==> src/rtl/debounce_pulse_if.sv <==
// Button conditioner signal bundle: raw button in, debounced level and strobes out.
interface debounce_pulse_if;
  logic button_i;
  logic pressed_o;
  logic press_pulse_o;
  logic release_pulse_o;

  modport master (
    output button_i,
    input  pressed_o,
    input  press_pulse_o,
    input  release_pulse_o
  );

  modport slave (
    input  button_i,
    output pressed_o,
    output press_pulse_o,
    output release_pulse_o
  );
endinterface

==> src/rtl/debounce_pulse.sv <==
// Synchronise, debounce and strobe one raw button input.
// Optional auto-repeat of press strobes while held: `define DEBOUNCE_AUTO_REPEAT_EN.
module debounce_pulse #(
  parameter int unsigned SYNC_STAGES   = 2,
  parameter int unsigned BOUNCE_TICKS  = 100000,
  parameter int unsigned REPEAT_DELAY  = 5000000,
  parameter int unsigned REPEAT_PERIOD = 1000000
) (
  input  logic            clk,
  input  logic            rst,
  debounce_pulse_if.slave bus
);

  localparam int unsigned CW = $clog2(BOUNCE_TICKS + 1);
  localparam logic [CW-1:0] CNT_MAX = CW'(BOUNCE_TICKS);

  localparam logic [1:0] S_RELEASED   = 2'd0;
  localparam logic [1:0] S_WAIT_PRESS = 2'd1;
  localparam logic [1:0] S_PRESSED    = 2'd2;
  localparam logic [1:0] S_WAIT_REL   = 2'd3;

  if (SYNC_STAGES < 2 || BOUNCE_TICKS < 1 || REPEAT_DELAY < 1 || REPEAT_PERIOD < 1) begin : g_bad_param
    $error("debounce_pulse: parameter out of range");
  end

  logic [SYNC_STAGES-1:0] sync_q;
  logic                   sync_s;
  logic [1:0]             state_q, state_d;
  logic [CW-1:0]          cnt_q, cnt_d;
  logic                   pressed_q, pressed_d;
  logic                   press_q, press_d;
  logic                   release_q, release_d;
  logic                   rep_fire;

  assign sync_s = sync_q[SYNC_STAGES-1];

  always_comb begin
    state_d = state_q;
    cnt_d   = cnt_q;
    case (state_q)
      S_RELEASED: begin
        if (sync_s) begin
          state_d = S_WAIT_PRESS;
          cnt_d   = CW'(1);
        end
      end
      S_WAIT_PRESS: begin
        if (!sync_s)                state_d = S_RELEASED;
        else if (cnt_q == CNT_MAX)  state_d = S_PRESSED;
        else                        cnt_d   = cnt_q + CW'(1);
      end
      S_PRESSED: begin
        if (!sync_s) begin
          state_d = S_WAIT_REL;
          cnt_d   = CW'(1);
        end
      end
      default: begin
        if (sync_s)                 state_d = S_PRESSED;
        else if (cnt_q == CNT_MAX)  state_d = S_RELEASED;
        else                        cnt_d   = cnt_q + CW'(1);
      end
    endcase
  end

  // Outputs are computed from the next state so they change on the same edge as the FSM.
  always_comb begin
    pressed_d = (state_d == S_PRESSED) || (state_d == S_WAIT_REL);
    press_d   = (pressed_d && !pressed_q) || rep_fire;
    release_d = !pressed_d && pressed_q;
  end

  always_ff @(posedge clk) begin
    if (rst) begin
      sync_q    <= '0;
      state_q   <= S_RELEASED;
      cnt_q     <= '0;
      pressed_q <= 1'b0;
      press_q   <= 1'b0;
      release_q <= 1'b0;
    end else begin
      sync_q    <= {sync_q[SYNC_STAGES-2:0], bus.button_i};
      state_q   <= state_d;
      cnt_q     <= cnt_d;
      pressed_q <= pressed_d;
      press_q   <= press_d;
      release_q <= release_d;
    end
  end

`ifdef DEBOUNCE_AUTO_REPEAT_EN
  localparam int unsigned RMAX = (REPEAT_DELAY > REPEAT_PERIOD) ? REPEAT_DELAY : REPEAT_PERIOD;
  localparam int unsigned RW   = $clog2(RMAX + 1);

  logic [RW-1:0] rpt_q, rpt_d;
  logic          phase_q, phase_d;

  // Timer only advances while settled in S_PRESSED; S_WAIT_REL holds it, release clears it.
  always_comb begin
    rpt_d    = rpt_q;
    phase_d  = phase_q;
    rep_fire = 1'b0;
    if (state_q == S_RELEASED || state_q == S_WAIT_PRESS) begin
      rpt_d   = '0;
      phase_d = 1'b0;
    end else if (state_q == S_PRESSED && sync_s) begin
      if (rpt_q == (phase_q ? RW'(REPEAT_PERIOD - 1) : RW'(REPEAT_DELAY - 1))) begin
        rep_fire = 1'b1;
        rpt_d    = '0;
        phase_d  = 1'b1;
      end else begin
        rpt_d = rpt_q + RW'(1);
      end
    end
  end

  always_ff @(posedge clk) begin
    if (rst) begin
      rpt_q   <= '0;
      phase_q <= 1'b0;
    end else begin
      rpt_q   <= rpt_d;
      phase_q <= phase_d;
    end
  end
`else
  assign rep_fire = 1'b0;
`endif

  assign bus.pressed_o       = pressed_q;
  assign bus.press_pulse_o   = press_q;
  assign bus.release_pulse_o = release_q;

endmodule

==> src/flat_wrapper.sv <==
// flat-port wrapper written by rule: the top's interface ports become plain ports
module debounce_pulse_flat 
#(
  parameter int unsigned SYNC_STAGES   = 2,
  parameter int unsigned BOUNCE_TICKS  = 100000,
  parameter int unsigned REPEAT_DELAY  = 5000000,
  parameter int unsigned REPEAT_PERIOD = 1000000
)
  (clk, rst, bus_button_i, bus_pressed_o, bus_press_pulse_o, bus_release_pulse_o);
  debounce_pulse_if bus_i ();
  input  logic clk;
  input  logic rst;
  input wire logic [$bits(bus_i.button_i)-1:0] bus_button_i;
  output wire logic [$bits(bus_i.pressed_o)-1:0] bus_pressed_o;
  output wire logic [$bits(bus_i.press_pulse_o)-1:0] bus_press_pulse_o;
  output wire logic [$bits(bus_i.release_pulse_o)-1:0] bus_release_pulse_o;
  assign bus_i.button_i = bus_button_i;
  assign bus_pressed_o = bus_i.pressed_o;
  assign bus_press_pulse_o = bus_i.press_pulse_o;
  assign bus_release_pulse_o = bus_i.release_pulse_o;
  debounce_pulse #(.SYNC_STAGES(SYNC_STAGES), .BOUNCE_TICKS(BOUNCE_TICKS), .REPEAT_DELAY(REPEAT_DELAY), .REPEAT_PERIOD(REPEAT_PERIOD)) u_core (.clk(clk), .rst(rst), .bus(bus_i));
endmodule
==> config.mk <==
export PLATFORM = sky130hd
export DESIGN_NAME = debounce_pulse_flat
export DESIGN_NICKNAME = d
export VERILOG_FILES = /design/src/rtl/debounce_pulse_if.sv /design/src/rtl/debounce_pulse.sv /design/src/flat_wrapper.sv
export SDC_FILE = /design/constraint.sdc
export NUM_CORES = 1
export LEC_CHECK = 0
export BUFFER_PORTS_ARGS = -buffer_cell sky130_fd_sc_hd__buf_2
export CAP_MARGIN = 30
export CORE_MARGIN = 2
export CORE_UTILIZATION = 52
export CTS_CLUSTER_SIZE = 40
export DETAILED_ROUTE_END_ITERATION = 8
export PLACE_DENSITY_LB_ADDON = 0.3
export SLEW_MARGIN = 20
export SYNTH_ARGS = -nofsm -noshare
export SYNTH_HDL_FRONTEND = slang
export SYNTH_SLANG_ARGS = --single-unit
==> constraint.sdc <==
create_clock -name clk -period 1.7 [get_ports clk]
set_input_delay 0.085 -clock clk [delete_from_list [all_inputs] [get_ports clk]]
set_output_delay 0.085 -clock clk [all_outputs]
set_load 0.02 [all_outputs]
-- Word-level counts from Yosys, hierarchy flattened
Cells that the tools add are included.
- register bits after elaboration: 24
- input port bits: 3
- output and inout bits: 3
- logic and storage cells: 36
- add/subtract/negate cells: 1
- equality and inequality tests: 9
- multiplexer cells: 13
- reductions and logical operators: 7
- operators by type and width (operator ; number):
    2-to-1 mux 17 bit ; 5
    one-hot mux 17 bit (3 select lines) ; 1
    adder 17 x 1 -> 17 bit (second input constant) ; 1
    equality test 17 bit (second input constant) ; 1
    2-to-1 mux 2 bit ; 6
    equality test 2 bit (second input constant) ; 3
    one-hot mux 2 bit (3 select lines) ; 1
    != test 2 x 1 -> 1 bit (second input constant) ; 2
    AND reduction 4 bit ; 1
    != test 3 bit (second input constant) ; 1
    equality test 2 x 1 -> 1 bit (second input constant) ; 1
    logical AND 1 bit ; 2
    logical NOT 1 bit ; 2
    logical NOT 2 bit ; 1
    != test 2 bit (second input constant) ; 1
    logical OR 1 bit ; 1

-- Depth between registers and ports, before layout
- depth after elaboration: 8
- depth in mapped cells: 6
- mapped depth without buffers: 6

-- Worst setup path after synthesis
No wires, ideal clock.
- path type: register to register
- start: register u_core.cnt_q[9]
- end: register u_core.cnt_q[1]
- library setup time: 0.064 ns
- data arrival time: 1.485 ns
- data required time: 1.636 ns
- setup slack: 0.151 ns
- cell stages (with the launch flop): 6
- buffers on the path: 0
- clock period less this slack: 1.549 ns
- cells stage by stage: dfxtp_1 > and2_1 > nand4_1 > o31ai_4 > mux2_2 > nor2_1
- cells in the longest elaborated chain, start to end: 4
- elaborated cells between the ends (all ways): 5
- those cells by class: eq/ne (1); mux (4)
- ends and longest elaborated chain (item ; RTL line ; RTL):
    from (decl) ; debounce_pulse.sv:29 ; logic [CW-1:0] cnt_q, cnt_d;
    from (signal assigned) ; debounce_pulse.sv:84 ; cnt_q <= cnt_d;
    equality test 17 bit * ; debounce_pulse.sv:49, debounce_pulse.sv:60 ;
    2-to-1 mux 17 bit * ; -- ;
    2-to-1 mux 17 bit (on tied branches) ; -- ;
    one-hot mux 17 bit (3 select lines) * ; -- ;
Mark *: on every way between the ends. The rest lies on a longest branch, timed or not. The select of a mux whose other input is x is not followed.
A chain may end at the register's enable or synchronous reset.

-- Worst setup path in the final report
- start: register u_core.cnt_q[0]
- end: register u_core.cnt_q[3]
- cells in the longest elaborated chain, start to end: 4
- elaborated cells between the ends (all ways): 6
- those cells by class: add/sub (1); eq/ne (1); mux (4)
- ends and longest elaborated chain (item ; RTL line ; RTL):
    adder 17 x 1 -> 17 bit / equality test 17 bit (equally long branches) ; -- ;
    2-to-1 mux 17 bit * ; debounce_pulse.sv:49, debounce_pulse.sv:60 ;
    2-to-1 mux 17 bit (on tied branches) ; debounce_pulse.sv:59, debounce_pulse.sv:48 ;
    one-hot mux 17 bit (3 select lines) * ; debounce_pulse.sv:40 ; case (state_q)
Marked as above.

==> qor.txt <==
Final GP Congestion: 0.8890
Max-cap check violation count: 0
Skew final: 0.008429 ns
DRC viols: 0
FF-to-FF setup slack: 0.05 ns
WP data arrival: 1.89 ns
Wire length per cell: 14.05 um
I/O pin cnt: 6
Die footprint: 2499 sq um
Sequential cell area: 489.2 sq um
Setup TNS: 0 ns
First-pass GRT wire length: 3822 um
Largest net degree at the start of global routing: 17
Max Buffers Root-to-Sink: 2
Clock-pin slew on the worst setup and hold paths: 0.14 ns
DRT Wirelength: 2416 um
Core Region: 1982 sq um
Final setup vio count: 0
CTS sink count: 24
Post-DP HPWL: 1666 um
Worst setup SP type: register
TritonCTS Buffers: 3
Buffers on Ports: 5
Via count: 944
Pwr/cell area: 748.1 nW/um^2
Multi-input logic area: 628.1 sq um
Fillers: 141
Root buffer cell: clkbuf_4
Syn avg cell area: 9.089 sq um
Inserted Diodes: 0
Share of post-route cells with drive strength above 1: 31.72%
Initial antenna violation count: 0
Slew @ Worst Pin: 0.4142 ns
CP Max Fanout: 3
Antenna viol nets, final: 0
VDD IR max: 0.5566 mV
Post-synth EDFFs: 0
Final hold viol count: 0
Async set-reset flop share out of synthesis: 0%
Syn nets: 126
Leak: 0.5159 nW
CTS tree: done
Clk_lat worst skew: 0.31 ns
Critical path class: reg2reg
Synth warnings: 0
Vias in the first global route: 924
Worst slew margin: 72.19%
Worst endpoint required time: 1.94 ns
# rows: 16
Hold Path Class: in2reg
Top cells by area, synth: dfxtp_1, nor2_1, xor2_1
Synth unique cells: 33
Top cells by instance count after synthesis: dfxtp_1, nor2_1, nand2_1
Syn Inst Count: 121
CP Cell Sequence: inv_2, ha_4, nand3b_1, o31ai_4, buf_4, or4_1, a21oi_1
Chip width: 49.99 um
Max Transition Viols Final: 0
Core Util, Final: 69.32%
CP max stage cell: or4_1
Layout area overhead: 24.91%
GR Overflow Total: 0
Area leader, netlist: dfxtp_1
Most instantiated library cell after synthesis: dfxtp_1
Placed instance count: 162
Post-Layout Cell Count: 172
Max Freq: 605.7 MHz
DRT Pass-1 Iters: 4
Drt first-iter violations: 29
Slowest stage delay, CP: 0.47 ns
Starting Density: 55.49%
Worst setup EP type: register
Synthesized area: 1100 sq um
Share of the synthesized area in the top cell type: 43.69%
Primary flip-flop cell chosen by synthesis mapping: dfxtp_1
Final period utilization: 97.11%
Total chip power: 0.001028 W
Nets: 151
Die H: 49.99 um
Synth Register Bits: 24
Outcome: complete, no violations
Total Routing Usage GR: 20.13%
Vias per cell: 5.488
Depth of the CTS H-tree: 1
Minimum clock period after layout: 1.651 ns
Seq/Total Area, Yosys: 43.69%
==> worst paths after layout <==
| path | start | end | depth (start not counted) |
|---|---|---|---|
| setup reg to reg | u_core.cnt_q[0] | u_core.cnt_q[3] | 7 |
| setup / recovery | u_core.cnt_q[0] | u_core.cnt_q[3] | 7 |
| hold / removal | rst | u_core.state_q[1] | 2 |
| hold reg to reg | u_core.bus.pressed_o | u_core.bus.press_pulse_o | 1 |
==> flip-flops by register name, summed over array words and instances (netlist names) <==
| register | count |
|---|---|
| u_core.cnt_q | 17 |
| u_core.bus.release_pulse_o | 1 |
| u_core.sync_q | 2 |
| u_core.state_q | 2 |
| u_core.bus.press_pulse_o | 1 |
| u_core.bus.pressed_o | 1 |
==> cells in the final DEF, fill, tap and decap left out, drive strengths merged, types with 3 or more instances in the layout <==
| master | synthesis | routed |
|---|---|---|
| a21oi | 3 | 3 |
| buf | 1 | 21 |
| clkbuf | 1 | 3 |
| dfxtp | 24 | 24 |
| inv | 4 | 4 |
| nand2 | 10 | 10 |
| nand3 | 5 | 5 |
| nand4 | 6 | 6 |
| nor2 | 19 | 19 |
| nor3 | 7 | 7 |
| o21ai | 3 | 3 |
| xnor2 | 3 | 3 |
| xor2 | 9 | 9 |
==> through the flow <==
step	worst slack (ns)	hold slack (ns)	area, sq um
after detailed placement	-0.008504	0.3116	1226
final	0.04910	0.09779	1374
after CTS	0.001856	0.1038	1304
after global routing	-0.03516	0.1116	1374
after floorplan	0.1510	0.1566	1100
after global placement	0.001565	0.3041	1226
==> critical path, delay by kind of cell, from the launching register on <==
family | cells | cell delay (ns)
AND/OR/NAND/NOR | 2 | 0.62
adder cells (fa/ha/maj) | 1 | 0.14
flip-flops | 1 | 0.36
AO/OA/AOI/OAI | 2 | 0.26
buffers and inverters | 2 | 0.20
==> layer usage <==
| metal | vias to the layer above | wire (um) | global-route usage (%) |
|---|---|---|---|
| met5 | - | 0 | 0 |
| met4 | 0 | 19 | 7.870 |
| met3 | 2 | 88 | 3.636 |
| met2 | 19 | 1271 | 34.21 |
| met1 | 452 | 1037 | 24.90 |
| li1 | 471 | - | - |
==> final cells by class <==
cell class	count	area share, %
inverters	4	1.093
well taps	27	2.459
clock buffers	3	1.639
flip-flops and latches	24	35.61
repair buffers	22	11.29
multi-input cells	91	45.72
clock inverters	1	2.186
==> where the power goes <==
group          leakage, nW  internal, W  switching (W)
Clock               0.0279     0.000238       0.000173
Sequential           0.197     0.000567     0.00000361
Combinational        0.291    0.0000205      0.0000260
==> what timing repair did <==
| action | 4_1_cts | 5_1_grt |
|---|---|---|
| buffers inserted | 1 | 4 |
| cloned | 0 | 0 |
| hold endpoints to repair | 1 | 0 |
| resized for setup | 2 | 14 |
| endpoints found under the setup margin | 2 | 10 |
| hold buffers | 1 | 0 |
| pin swaps | 1 | 7 |
==> cells by family (layout without fill, tap and decap cells) <==
| kind of cell | after synthesis | after routing | synth area share [%] |
|---|---|---|---|
| adders and majority gates | 2 | 2 | 2.275 |
| buffers and inverters | 6 | 30 | 2.730 |
| AOI/OAI and AO/OA | 11 | 11 | 7.622 |
| and+or+nand+nor | 63 | 63 | 29.47 |
| DFF | 24 | 24 | 43.69 |
| muxes | 3 | 3 | 2.958 |
| xor gates and xnor gates | 12 | 12 | 11.26 |
Power figures use the tool's default switching activity.
